## src/rtl/trisc_mem_responder.sv

```systemverilog
// Memory-side responder for the TRISC memory strobes: single-word RAM reads/writes
// with optional wait states, MDR capture, MDO transfer and test preload.
module trisc_mem_responder #(
    parameter int ADDR_W      = 4,
    parameter int DATA_W      = 8,
    parameter int WAIT_STATES = 0
) (
    input  logic              clk,
    input  logic              CLR_n,
    input  logic [ADDR_W-1:0] ADDR,
    input  logic [DATA_W-1:0] MDI,
    input  logic              C4,
    input  logic              C5,
    input  logic              C42,
    input  logic              LD_EN,
    input  logic [ADDR_W-1:0] LD_ADDR,
    input  logic [DATA_W-1:0] LD_DATA,
    output logic [DATA_W-1:0] MDR,
    output logic [DATA_W-1:0] MDO,
    output logic              BUSY,
    output logic              DONE,
    output logic              LATE
);

    localparam int DEPTH = 2 ** ADDR_W;
    localparam int CNT_W = 3;

    typedef enum logic [1:0] {
        S_IDLE = 2'd0,
        S_WAIT = 2'd1,
        S_HOLD = 2'd2
    } state_t;

    state_t              state;
    state_t              state_nx;
    logic [CNT_W-1:0]    cnt;
    logic [CNT_W-1:0]    cnt_nx;
    logic                c4_q;
    logic [ADDR_W-1:0]   a_q;
    logic                w_q;
    logic [DATA_W-1:0]   d_q;

    logic                req;
    logic                cap;
    logic                acc_go;
    logic [ADDR_W-1:0]   acc_addr;
    logic                acc_wr;
    logic [DATA_W-1:0]   acc_data;
    logic                ld_go;

    logic                mem_we;
    logic [ADDR_W-1:0]   mem_waddr;
    logic [DATA_W-1:0]   mem_wdata;
    logic [DATA_W-1:0]   mem [DEPTH];

    assign req  = C4 & ~c4_q;
    assign BUSY = (state == S_WAIT);
    assign DONE = (state == S_HOLD);

    // HOLD behaves like IDLE for a new request so back-to-back accesses lose no cycle
    always_comb begin
        state_nx = state;
        cnt_nx   = cnt;
        cap      = 1'b0;
        acc_go   = 1'b0;
        acc_addr = a_q;
        acc_wr   = w_q;
        acc_data = d_q;
        ld_go    = 1'b0;
        case (state)
            S_IDLE, S_HOLD: begin
                if (req) begin
                    cap = 1'b1;
                    if (WAIT_STATES == 0) begin
                        acc_go   = 1'b1;
                        acc_addr = ADDR;
                        acc_wr   = C5;
                        acc_data = MDI;
                        state_nx = S_HOLD;
                    end else begin
                        cnt_nx   = CNT_W'(WAIT_STATES - 1);
                        state_nx = S_WAIT;
                    end
                end else begin
                    state_nx = S_IDLE;
                    ld_go    = LD_EN & (state == S_IDLE);
                end
            end
            S_WAIT: begin
                if (cnt == '0) begin
                    acc_go   = 1'b1;
                    state_nx = S_HOLD;
                end else begin
                    cnt_nx = cnt - 1'b1;
                end
            end
            default: state_nx = S_IDLE;
        endcase
    end

    // Access and preload are mutually exclusive; reset blocks any pending write
    assign mem_we    = CLR_n & ((acc_go & acc_wr) | ld_go);
    assign mem_waddr = ld_go ? LD_ADDR : acc_addr;
    assign mem_wdata = ld_go ? LD_DATA : acc_data;

    always_ff @(posedge clk) begin
        if (mem_we) begin
            mem[mem_waddr] <= mem_wdata;
        end
    end

    always_ff @(posedge clk or negedge CLR_n) begin
        if (!CLR_n) begin
            state <= S_IDLE;
            cnt   <= '0;
            c4_q  <= 1'b0;
            a_q   <= '0;
            w_q   <= 1'b0;
            d_q   <= '0;
            MDR   <= '0;
            MDO   <= '0;
            LATE  <= 1'b0;
        end else begin
            state <= state_nx;
            cnt   <= cnt_nx;
            c4_q  <= C4;
            if (cap) begin
                a_q <= ADDR;
                w_q <= C5;
                d_q <= MDI;
            end
            if (acc_go && !acc_wr) begin
                MDR <= mem[acc_addr];
            end
            // MDO takes the MDR value present before this edge
            if (C42) begin
                if (BUSY) begin
                    LATE <= 1'b1;
                end else begin
                    MDO <= MDR;
                end
            end
        end
    end

endmodule

```

## config.mk

```make
export PLATFORM = sky130hd
export DESIGN_NAME = trisc_mem_responder
export DESIGN_NICKNAME = d
export VERILOG_FILES = /design/src/rtl/trisc_mem_responder.sv
export SDC_FILE = /design/constraint.sdc
export NUM_CORES = 1
export LEC_CHECK = 0
export ABC_AREA = 1
export BUFFER_PORTS_ARGS = -buffer_cell sky130_fd_sc_hd__buf_4
export CAP_MARGIN = 20
export CORE_MARGIN = 2
export CORE_UTILIZATION = 40
export DETAILED_ROUTE_END_ITERATION = 16
export GPL_TIMING_DRIVEN = 0
export PLACE_DENSITY = 0.65
export SLEW_MARGIN = 30
export SYNTH_ARGS = -nofsm -noshare
export SYNTH_HDL_FRONTEND = slang
export SYNTH_SLANG_ARGS = --single-unit
```

## constraint.sdc

```tcl
create_clock -name clk -period 5.84 [get_ports clk]
set_input_delay 0.876 -clock clk [delete_from_list [all_inputs] [get_ports clk]]
set_output_delay 0.876 -clock clk [all_outputs]
set_load 0.01 [all_outputs]
```

Yosys cells after proc, flatten, opt, wreduce, memory -nomap -nowiden
Memory sizes are Yosys's and may differ from the RTL's. A register that Yosys moved wholly into a read port is not among the register bits.
Cells that the tools add are included.
- register bits after elaboration: 28
- bits in latches: 0
- bits in writable memories: 128
- memory bits (read-only): 0
- output and inout port bits: 19
- memories: 1
- memories (memory ; words ; bits a word ; rd ports ; clocked after memory_dff ; write ports ; line ; source):
    mem ; 16 ; 8 ; 1 ; 1 ; 1 ; 54 ; logic [DATA_W-1:0] mem [DEPTH];
- add/subtract/negate cells: 1
- multiply operators: 0
- div/mod/pow operators: 0
- $lt $le $gt $ge: 0
- equality and inequality tests: 3
- shift operators: 0
- muxes and demuxes: 19
- bitwise gates (word level): 8
- reductions and logical operators: 9
- operators by type and width (operator ; count):
    8-bit 2-to-1 mux ; 3
    4-bit 2-to-1 mux ; 3
    1-bit 2-to-1 mux ; 9
    2-bit AND reduction ; 3
    1-bit AND ; 4
    2-bit 2-to-1 mux ; 2
    2-bit case mux with 2 select lines ; 1
    3-bit logical NOT ; 1
    1-bit inverter ; 3
    3-bit by 1-bit subtractor with 3-bit output (second input constant) ; 1
    2-bit by 1-bit equality test with 1-bit output (second input constant) ; 1
    2-bit equality test (second input constant) ; 1
    1-bit logical NOT ; 2
    2-bit logical NOT ; 1
    2-bit by 1-bit != test with 1-bit output (second input constant) ; 1
    1-bit case mux with 2 select lines ; 1
    2-bit OR reduction ; 1
    1-bit logical AND ; 1
    1-bit bitwise OR ; 1

Longest topological paths before layout
Gate-level depths: netlist (run 1).
- word-level depth: 9
- mapped depth: 13

Worst setup path after synthesis (run 1)
OpenSTA, ideal clock, no wires.
- kind: in2reg
- from: input C4
- to: memory mem[0][0] (enable)
- arrival: 2.337 ns
- required time: 5.457 ns
- slack: 3.119 ns
- cell stages on the path: 9
- buffers on the path: 2
- cells stage by stage: nand2_2 -> buf_6 -> nand3b_4 -> buf_6 -> nand2_1 -> o21ai_0 -> inv_1 -> nand3_2 -> nor3_1
- word-level cells in the longest chain between the ends: 8
- elaborated cells between the ends (all ways): 15
- classes of those cells: mux (11); bitwise (4)
- ends and longest elaborated chain (element ; line ; source):
    start, declared ; 12 ; input logic C4,
    1-bit AND (*) ; 56 ; assign req = C4 & ~c4_q;
    1-bit 2-to-1 mux ; 72 ; if (req) begin
    1-bit case mux with 2 select lines / 1-bit 2-to-1 mux (equally long branches) ; 70 ; case (state)
    1-bit AND ; 102 ; assign mem_we = CLR_n & ((acc_go & acc_wr) | ld_go);
    1-bit bitwise OR ; 102 ;
    1-bit AND ; 102 ;
    1-bit 2-to-1 mux ; 107 ; if (mem_we) begin
    1-bit 2-to-1 mux (implied by the code) ; 108 ; mem[mem_waddr] <= mem_wdata;
    end, declared ; 54 ;
Mark *: on every way between the ends. The rest lies on a longest branch, timed or not.

Final worst setup path (run 1)
- from: input C4
- to: memory mem[4][4] (enable)
The elaborated chain is that of the path after synthesis.

==> flow_metrics.py, run 1 <==
metrics = {
    "worst_setup_path": {
        "r2r_slack_ns": 3.14,
        "worstReg2RegStart": "c4_q",
        "r2r-end": "mem[4][4]",
        "setup.worst_path.end_class": "register",
        "critical_path_arrival_ns": 2.94,
        "required_ns": 5.89,
        "worst_path_most_repeated_cell": "buf_6",
        "crit_fanout": 10,
        "r2r_cells": 8,
        "critical_path_depth": 8,
        "crit_type": "in -> reg",
        "cp_top_family": "simple AND/OR/NAND/NOR gates",
        "cp_num_buf_inv": 3,
        "cp_cell_sequence": "buf_4, nand2_2, buf_6, nand3b_4, buf_6, o21ai_0, nand2_1, nor2_1",
        "cp_slowest_stage_delay_ns": 0.68,
        "crit_path_start_kind": "input port",
        "slowest_stage": "nor2_1",
    },
    "synthesis": {
        "avgSynthCellArea_um2": 10.04,
        "synth_seq_area_share": 0.6465,
        "synth_mux_area_frac": 0.01268,
        "netlist_instances": 708,
        "syn_area_um2": 7107,
        "synth_simple_gate_area_frac": 0.2190,
        "ys_ff_latch": 158,
        "synth_top_family_by_area": "simple AND/OR/NAND/NOR gates",
        "yosysUniqueCellTypes": 23,
        "synth_fa_ha_area_frac": 0,
        "synth_compound_area_frac": 0.01673,
        "synth-xor-area-share": 0,
        "yosysWarnings": 0,
    },
    "cts": {
        "cts_tree": "built",
        "cts_max_level": 4,
        "cts.path.max_buffers": 2,
        "post_cts_buffers": 0,
        "cts.repair.resized": 0,
        "holdBufCountCts": 0,
        "cts-root-buf": "clkbuf_16",
        "clkLatencyLatePin_ns": 0.42,
        "clkSinkCount": 158,
        "clk_pin_slew_ns": 0.06,
        "cts_buffers": 17,
    },
    "placed_design": {
        "port_buffers": 45,
        "dp_hpwl_um": 12090,
        "placed_cell_area_um2": 7873,
        "dp.cells": 983,
        "gp_congestion": 0.9133,
    },
    "routing": {
        "drt-initial-drc-count": 536,
        "vias": 5005,
        "dr.pass1.iters": 6,
        "antenna_left": 0,
        "wl_per_cell_um": 17.13,
        "drc": 0,
        "drt-total-wl_um": 17390,
        "viasPerCell": 4.931,
    },
    "sta": {
        "skew_ns": 0.006991,
        "fin_crit_ns": 2.900,
        "slew_viol_final": 0,
        "hold_viol_final": 0,
        "slew_headroom": 0.4054,
        "worstMarginPinSlew_ns": 0.8886,
        "clock.fmax_mhz": 344.9,
        "setup_viol": 0,
        "setup-tns-final_ns": 0,
        "holdWs_ns": 0.3804,
        "min_period_over_period": 0.4965,
        "rsz0062_at_grt": "no",
    },
    "power_and_ir_drop": {
        "p_per_area_nw_per_um2": 338.6,
        "vdd_ir_drop_max_v": 0.0001656,
        "p_leak_nw": 3.778,
    },
    "global_routing": {
        "grt_pass1_vias": 4825,
        "grt_overflow": 0,
        "grt_antenna_before_repair": 0,
        "grt_pass1_wl_um": 26300,
        "grt_max_degree": 32,
        "grt_use_total": 0.1945,
    },
    "finish": {
        "area_growth_pct": 18.70,
        "drive_above_1_share": 0.1722,
        "antenna_cells": 0,
        "nets": 807,
        "layoutNonFillerInstCount": 1015,
        "postLayoutCellArea_um2": 8436,
        "fin_util": 0.4860,
    },
    "floorplanning": {
        "rows": 48,
        "dieHeight_um": 137.3,
        "io_pins": 49,
        "die-area_um2": 18850,
        "coreArea_um2": 17360,
        "start_util": 0.4095,
        "die_width_um": 137.3,
    },
    "run_status": {
        "status": "completed",
    },
    "hold_path": {
        "hp-class": "in -> async",
    },
    "job": {
        "maxCapViolCount": 0,
    },
}
==> how the worst max path moves through the flow <==
stage | from | end | slack [ns]
after floorplan | C4 | mem[0][0] | 3.12
after global placement | C4 | mem[13][4] | 2.07
after detailed placement | C4 | mem[4][4] | 2.59
after CTS | C4 | mem[4][4] | 3.02
after global routing | C4 | mem[12][3] | 2.90
final | C4 | mem[4][4] | 2.94
==> cell usage after synthesis <==
| library cell | instances | area share |
|---|---|---|
| inv_1 | 141 | 0.074 |
| a21boi_2 | 1 | 0.0016 |
| o21ai_1 | 2 | 0.0014 |
| o21ai_4 | 2 | 0.0046 |
| buf_6 | 4 | 0.0063 |
| nand3_2 | 3 | 0.0042 |
| o21ai_0 | 3 | 0.0021 |
| dfrtp_1 | 30 | 0.11 |
| nand2_1 | 158 | 0.083 |
| nor3_1 | 4 | 0.0028 |
| buf_2 | 12 | 0.0085 |
| buf_4 | 9 | 0.0095 |
| nor2_1 | 20 | 0.011 |
| inv_2 | 4 | 0.0021 |
| conb_1 | 1 | 0.00053 |
| nand2_2 | 5 | 0.0044 |
| edfxtp_1 | 128 | 0.54 |
| nand3b_4 | 1 | 0.0028 |
| clkbuf_1 | 7 | 0.0037 |
| nand3_1 | 156 | 0.11 |
| nor2_2 | 1 | 0.00088 |
| mux2_2 | 8 | 0.013 |
| a31oi_1 | 8 | 0.0070 |
==> per-stage QoR <==
stage | setup slack (ns) | total power [mW]
6_report | 2.940 | 2.857
3_5_place_dp | 2.594 | 1.824
5_1_grt | 2.899 | 2.963
3_3_place_gp | 2.068 | 1.799
4_1_cts | 3.023 | 2.867
2_1_floorplan | 3.119 | 1.607
==> per-layer routing <==
| metal | track usage | part of all wire |
|---|---|---|
| met1 | 0.2589 | 0.44 |
| met4 | 0.06873 | 0.021 |
| met2 | 0.3098 | 0.46 |
| met5 | 0 | 0 |
| met3 | 0.04930 | 0.073 |
==> power breakdown <==
group	internal, mW	total (mW)	switching (mW)
Clock	0.629	1.05	0.420
Sequential	1.30	1.33	0.0261
Combinational	0.169	0.481	0.312
Total	2.10	2.86	0.758
==> area by class of cell <==
class | instances | area [um^2]
Timing Repair Buffer | 49 | 375.4
Inverter | 145 | 544.3
Sequential cell | 158 | 4594
Clock inverter | 5 | 26.28
Buffer | 32 | 198.9
Tap cell | 225 | 281.5
Clock buffer | 27 | 536.8
Fill cell | 1572 | 8921
Multi-Input combinational cell | 374 | 1878
==> cells in the final DEF, fill, tap and decap left out <==
master / synthesis / routed
nand2_1: 158 / 158
nand3_1: 156 / 156
inv_1: 141 / 141
edfxtp_1: 128 / 128
buf_4: 9 / 56
dfrtp_1: 30 / 30
nor2_1: 20 / 20
clkbuf_16: 0 / 20
clkbuf_1: 7 / 13
buf_2: 12 / 12
mux2_2: 8 / 8
buf_6: 4 / 6
nand2_2: 5 / 5
inv_2: 4 / 4
a31oi_4: 0 / 4
a31oi_2: 0 / 4
nor3_2: 0 / 4
nand3_2: 3 / 3
o21ai_0: 3 / 3
o21ai_4: 2 / 2
o21ai_1: 2 / 2
conb_1: 1 / 2
clkinv_2: 0 / 2
inv_4: 0 / 2
nand3b_4: 1 / 1
a21boi_2: 1 / 1
nor2_2: 1 / 1
clkinv_1: 0 / 1
clkbuf_8: 0 / 1
==> logic make-up (layout without fill, tap and decap cells) <==
kind of cell / count (synthesis) / count (layout)
AOI/OAI and AO/OA: 16 / 16
buffers and inverters: 177 / 258
DFF: 158 / 158
muxes: 8 / 8
other: 1 / 2
and+or+nand+nor: 348 / 348
==> sequential cells by signal, summed over array words and instances, names as in the netlist <==
name / cells
MDR: 8
MDO: 8
d_q: 8
state: 1
mem: 128
a_q: 4
c4_q: 1
(Power assumes the default switching activity.)
==> run 2: changes to the inputs <==
Settings changed: PLACE_DENSITY 0.65 to 0.67.
Clock period 5.84 ns to 2.6 ns, I/O delays scaled along.
==> run 2 against run 1 <==
The flow now finishes with violations (setup timing). Setup slack got worse by 3.0 ns. Global-route usage rose by 0.084 points. Register-to-register slack got worse by 3.2 ns. Clock-buffer cell count fell by 8. Sequential share of layout area fell by 0.29 points.
==> flow_metrics.py, run 2 (synthesized netlist as in run 1, its figures left out) <==
metrics = {
    "placed_design": {
        "dp_hpwl_um": 12250,
        "placed_cell_area_um2": 7878,
        "gp_congestion": 0.9415,
        "port_buffers": 45,
    },
    "floorplanning": {
        "coreArea_um2": 17360,
        "rows": 48,
        "io_pins": 49,
        "die_width_um": 137.3,
        "dieHeight_um": 137.3,
        "start_util": 0.4095,
        "die-area_um2": 18850,
    },
    "worst_setup_path": {
        "critPathLaunch": "c4_q",
        "worstReg2RegStart": "c4_q",
        "required_ns": 2.65,
        "crit_path_start_kind": "register",
        "setup.worst_path.end_class": "register",
        "critical_path_arrival_ns": 2.67,
        "crit_type": "reg -> reg",
        "crit_fanout": 10,
    },
    "sta": {
        "slew_headroom": 0.4658,
        "worstMarginPinSlew_ns": 0.7984,
        "slew_viol_final": 0,
        "holdWs_ns": 0.1168,
        "rsz0062_at_grt": "yes",
        "min_period_over_period": 1.008,
        "skew_ns": 0.006654,
        "fin_crit_ns": 2.622,
        "clock.fmax_mhz": 381.5,
        "setup_viol": 16,
        "fin_ws_ns": -0.02157,
        "hold_viol_final": 0,
    },
    "power_and_ir_drop": {
        "report.power.total_mw": 6.523,
        "p_per_area_nw_per_um2": 769.2,
        "p_leak_nw": 3.787,
        "vdd_ir_drop_max_v": 0.0004914,
    },
    "finish": {
        "drive_above_1_share": 0.1828,
        "largest-register": "mem",
        "nets": 810,
        "area_growth_pct": 19.33,
        "fillCellCount": 1535,
        "antenna_cells": 0,
        "postLayoutCellArea_um2": 8481,
        "final_common_cell": "nand2_1",
        "largest_reg_flops": 128,
        "multiInputGateArea_um2": 1873,
        "seq_area_um2": 4594,
        "layout_common_cells": "158 x nand2_1, 156 x nand3_1, 141 x inv_1, 128 x edfxtp_1, 56 x buf_4",
    },
    "cts": {
        "cts.path.max_buffers": 2,
        "clkSinkCount": 158,
        "clkLatencyLatePin_ns": 0.43,
        "cts_tree": "built",
        "cts_max_level": 4,
        "cts_buffers": 17,
        "clk_pin_slew_ns": 0.06,
        "cts-root-buf": "clkbuf_16",
    },
    "hold_path": {
        "hp-start": "C4",
        "hp-class": "in -> reg",
    },
    "routing": {
        "drc": 0,
        "maxUsedRoutingLayer": "met4",
        "vias": 5093,
        "drt-total-wl_um": 17390,
        "antenna_left": 0,
        "drt-initial-drc-count": 485,
        "wl_met3_um": 1513,
        "wl_met2_um": 8167,
        "m1WireLength_um": 7372,
        "viasPerCell": 5.003,
        "wl_per_cell_um": 17.08,
        "dr.pass1.iters": 5,
    },
    "global_routing": {
        "grt_pass1_wl_um": 26340,
        "grt_max_degree": 32,
        "grt_antenna_before_repair": 0,
        "grt_pass1_vias": 4714,
        "grt_overflow": 0,
        "grt_use_total": 0.1953,
    },
    "run_status": {
        "status": "finished, violations left",
        "violations": "setup timing",
    },
    "job": {
        "maxCapViolCount": 0,
    },
}
==> run 2: cell types whose count changed in the layout (fill, tap and decap cells not counted), sizes merged <==
cell,previous run,this run
buf,74,76
clkinvlp,0,3
clkinv,3,7
dlygate4sd3,0,1
bufinv,0,3
clkbuf,34,26
inv,147,145
==> run 2: path summary, 6_finish.rpt <==
check | to | slack (ns) | cells past startpoint
worst max-delay path | mem[4][6] | -0.02 | 8
worst min-delay path | c4_q | 0.12 | 1
worst max register to register | mem[4][6] | -0.02 | 8
worst min register to register | d_q[5] | 0.50 | 2
max in group asynchronous | d_q[3] | 1.88 | 2
min in group asynchronous | MDO[1] | 0.43 | 2
==> run 2: cell type report <==
cell class | instances | share of cell area
buffer | 32 | 0.02346
clock buffer | 19 | 0.05105
clock inverter | 13 | 0.01741
inverter | 145 | 0.06418
multi-input combinational | 374 | 0.2209
sequential | 158 | 0.5418
tap | 225 | 0.03320
timing repair buffer | 52 | 0.04810
==> run 2: what timing repair did <==
| item | 4_1_cts | 5_1_grt |
|---|---|---|
| resized for setup | 0 | 5 |
| endpoints found under the setup margin | 0 | 122 |
| endpoints found under the hold margin | 30 | 0 |
| buffers inserted | 0 | 0 |
| hold buffers | 1 | 0 |
==> run 2: stage by stage <==
step | std cells | utilization | TNS, ns | setup WS [ns]
3_3_place_gp | 979 | 0.4454 | -71.34 | -0.6645
3_5_place_dp | 985 | 0.4539 | -8.009 | -0.1284
4_1_cts | 1018 | 0.4879 | 0 | 0.01465
2_1_floorplan | 709 | - | 0 | 0.3654
5_1_grt | 1018 | 0.4886 | -8.049 | -0.1527
6_report | 1018 | 0.4886 | -0.2099 | -0.02157
==> run 2: routing by layer <==
metal	vias up	GRT usage
met5	-	0
li1	2440	-
met3	26	0.04231
met2	216	0.3104
met1	2411	0.2653
met4	0	0.06930
==> run 2: power breakdown <==
group | internal (mW) | leakage, nW | total, mW | switching [mW]
sequential | 2.92 | 1.53 | 2.98 | 0.0588
combinational | 0.386 | 1.98 | 1.09 | 0.701
clock | 1.49 | 0.275 | 2.46 | 0.964
total | 4.80 | 3.79 | 6.52 | 1.72
==> run 2: worst max-delay path, cell delays in order (launching register included) <==
cell and delay, ns:
dfrtp_1 0.34, inv_2 0.06, nand2_2 0.09, buf_6 0.17, nand3b_4 0.14, buf_6 0.18
o21ai_0 0.38, nand2_1 0.21, nor2_1 0.66
==> run 3: changes to the inputs <==
Settings changed: PLACE_DENSITY 0.67 to not set.
==> run 3 against run 2 <==
The run still ends with setup timing left. Clock power is 8% lower. Wire length rose by 3.4%. Register-to-register slack got worse by 0.03 ns. Via count decreased by 0.92%. Power down 2.8%. Sequential share of layout area rose by 0.29 points. Clock-buffer cell count rose by 2. Sequential power about the same. First-iteration DRC count down 18%. Utilization fell by 0.26 points.
==> flow_metrics.py, run 3 (synthesized netlist as in run 1, its figures left out) <==
metrics = {
    "worst_setup_path": {
        "critical_path_arrival_ns": 2.71,
        "cp_slowest_stage_delay_ns": 0.50,
        "slowest_stage": "nor2_2",
        "crit_fanout": 10,
        "cp_cell_sequence": "inv_2, nand2_2, buf_6, nand3b_4, buf_6, o21ai_0, nand2_1, nor2_2",
        "cp_top_family": "simple AND/OR/NAND/NOR gates",
        "crit_type": "reg -> reg",
        "worst_path_most_repeated_cell": "buf_6",
        "cp_num_buf_inv": 3,
        "setup.worst_path.end_class": "register",
        "required_ns": 2.66,
        "crit_path_start_kind": "register",
    },
    "routing": {
        "dr.pass1.iters": 5,
        "drt-initial-drc-count": 396,
        "viasPerCell": 4.981,
        "wl_per_cell_um": 17.75,
        "drt-total-wl_um": 17980,
        "vias": 5046,
        "antenna_left": 0,
        "drc": 0,
    },
    "global_routing": {
        "grt_max_degree": 32,
        "grt_pass1_wl_um": 26700,
        "grt_pass1_vias": 4644,
        "grt_antenna_before_repair": 0,
        "grt_use_total": 0.1991,
        "grt_overflow": 0,
    },
    "sta": {
        "fin_ws_ns": -0.04775,
        "clock.fmax_mhz": 377.7,
        "holdWs_ns": 0.1182,
        "fin_crit_ns": 2.648,
        "skew_ns": 0.007130,
        "slew_headroom": 0.4134,
        "hold_viol_final": 0,
        "slew_viol_final": 0,
        "rsz0062_at_grt": "yes",
        "setup_viol": 48,
        "min_period_over_period": 1.018,
        "worstMarginPinSlew_ns": 0.8772,
    },
    "placed_design": {
        "dp.cells": 980,
        "dp_hpwl_um": 12680,
        "port_buffers": 45,
        "gp_congestion": 0.8832,
    },
    "cts": {
        "cts_tree": "built",
        "clkSinkCount": 158,
        "post_cts_buffers": 0,
        "cts_buffers": 17,
        "clk_pin_slew_ns": 0.06,
        "cts_max_level": 4,
        "clkLatencyLatePin_ns": 0.43,
        "cts-root-buf": "clkbuf_16",
        "cts.path.max_buffers": 2,
    },
    "power_and_ir_drop": {
        "vdd_ir_drop_max_v": 0.0004870,
        "p_per_area_nw_per_um2": 751.7,
        "report.power.total_mw": 6.341,
        "p_leak_nw": 3.737,
    },
    "finish": {
        "layout_common_cells": "158 x nand2_1, 156 x nand3_1, 141 x inv_1, 128 x edfxtp_1, 55 x buf_4",
        "seq_area_um2": 4594,
        "largest_reg_flops": 128,
        "fillCellCount": 1585,
        "nets": 805,
        "antenna_cells": 0,
        "area_growth_pct": 18.70,
        "final_common_cell": "nand2_1",
        "multiInputGateArea_um2": 1926,
        "layoutNonFillerInstCount": 1013,
        "drive_above_1_share": 0.1815,
        "largest-register": "mem",
    },
    "run_status": {
        "status": "finished, violations left",
        "violations": "setup timing",
    },
    "floorplanning": {
        "io_pins": 49,
        "start_util": 0.4095,
        "dieHeight_um": 137.3,
        "rows": 48,
        "die_width_um": 137.3,
        "die-area_um2": 18850,
        "coreArea_um2": 17360,
    },
    "job": {
        "maxCapViolCount": 0,
    },
    "hold_path": {
        "hp-class": "in -> reg",
    },
}
==> run 3: stage by stage <==
| stage | setup WS, ns | util | cell area (um^2) | TNS [ns] |
|---|---|---|---|---|
| floorplan | 0.3654 | - | 7111 | 0 |
| finish | -0.04775 | 0.4860 | 8436 | -1.300 |
| global placement | -0.7374 | 0.4454 | 7730 | -97.76 |
| CTS | -0.1254 | 0.4847 | 8413 | -4.594 |
| detailed placement | -0.2762 | 0.4529 | 7860 | -23.60 |
| global route | -0.1744 | 0.4860 | 8436 | -13.02 |
==> run 3: final cells by class <==
type | count | share of cell area
buffer | 32 | 0.02358
multi-input combinational | 374 | 0.2283
timing repair buffer | 47 | 0.04212
sequential | 158 | 0.5446
tap | 225 | 0.03337
clock inverter | 11 | 0.01127
clock buffer | 21 | 0.05221
inverter | 145 | 0.06452
==> run 3: layer usage <==
layer,GRT usage,share of wire,up-vias
met4,0.08534,0.028,0
met2,0.2996,0.45,170
met5,0,0,-
li1,-,-,2435
met3,0.04268,0.058,36
met1,0.2790,0.46,2405
==> run 3: worst reg2reg max path: cells and delay by family, from the launching register on <==
| family | cells | cell delay (ns) |
|---|---|---|
| AOI/OAI and AO/OA | 1 | 0.47 |
| buffers and inverters | 3 | 0.41 |
| DFF | 1 | 0.33 |
| and+or+nand+nor | 4 | 1.06 |
==> run 3: worst paths after layout <==
path | slack [ns] | from | to | cells past startpoint
min | 0.12 | C4 | c4_q | 1
min in group asynchronous | 0.43 | CLR_n | MDR[3] | 2
max in group asynchronous | 1.88 | CLR_n | MDR[5] | 2
max | -0.05 | c4_q | mem[6][1] | 8
min reg2reg | 0.49 | d_q[7] | d_q[7] | 2
max reg2reg | -0.05 | c4_q | mem[6][1] | 8
==> run 3: timing repair <==
| item | in CTS | in global routing |
|---|---|---|
| hold buffers | 1 | 0 |
| setup endpoints to repair | 64 | 128 |
| resized for setup | 3 | 8 |
| hold endpoints to repair | 30 | 0 |
==> run 3: power breakdown <==
| group | total (mW) | switching, mW | internal [mW] | leakage [nW] |
|---|---|---|---|---|
| clock | 2.27 | 0.968 | 1.31 | 0.250 |
| sequential | 2.98 | 0.0600 | 2.92 | 1.53 |
| combinational | 1.09 | 0.711 | 0.374 | 1.96 |
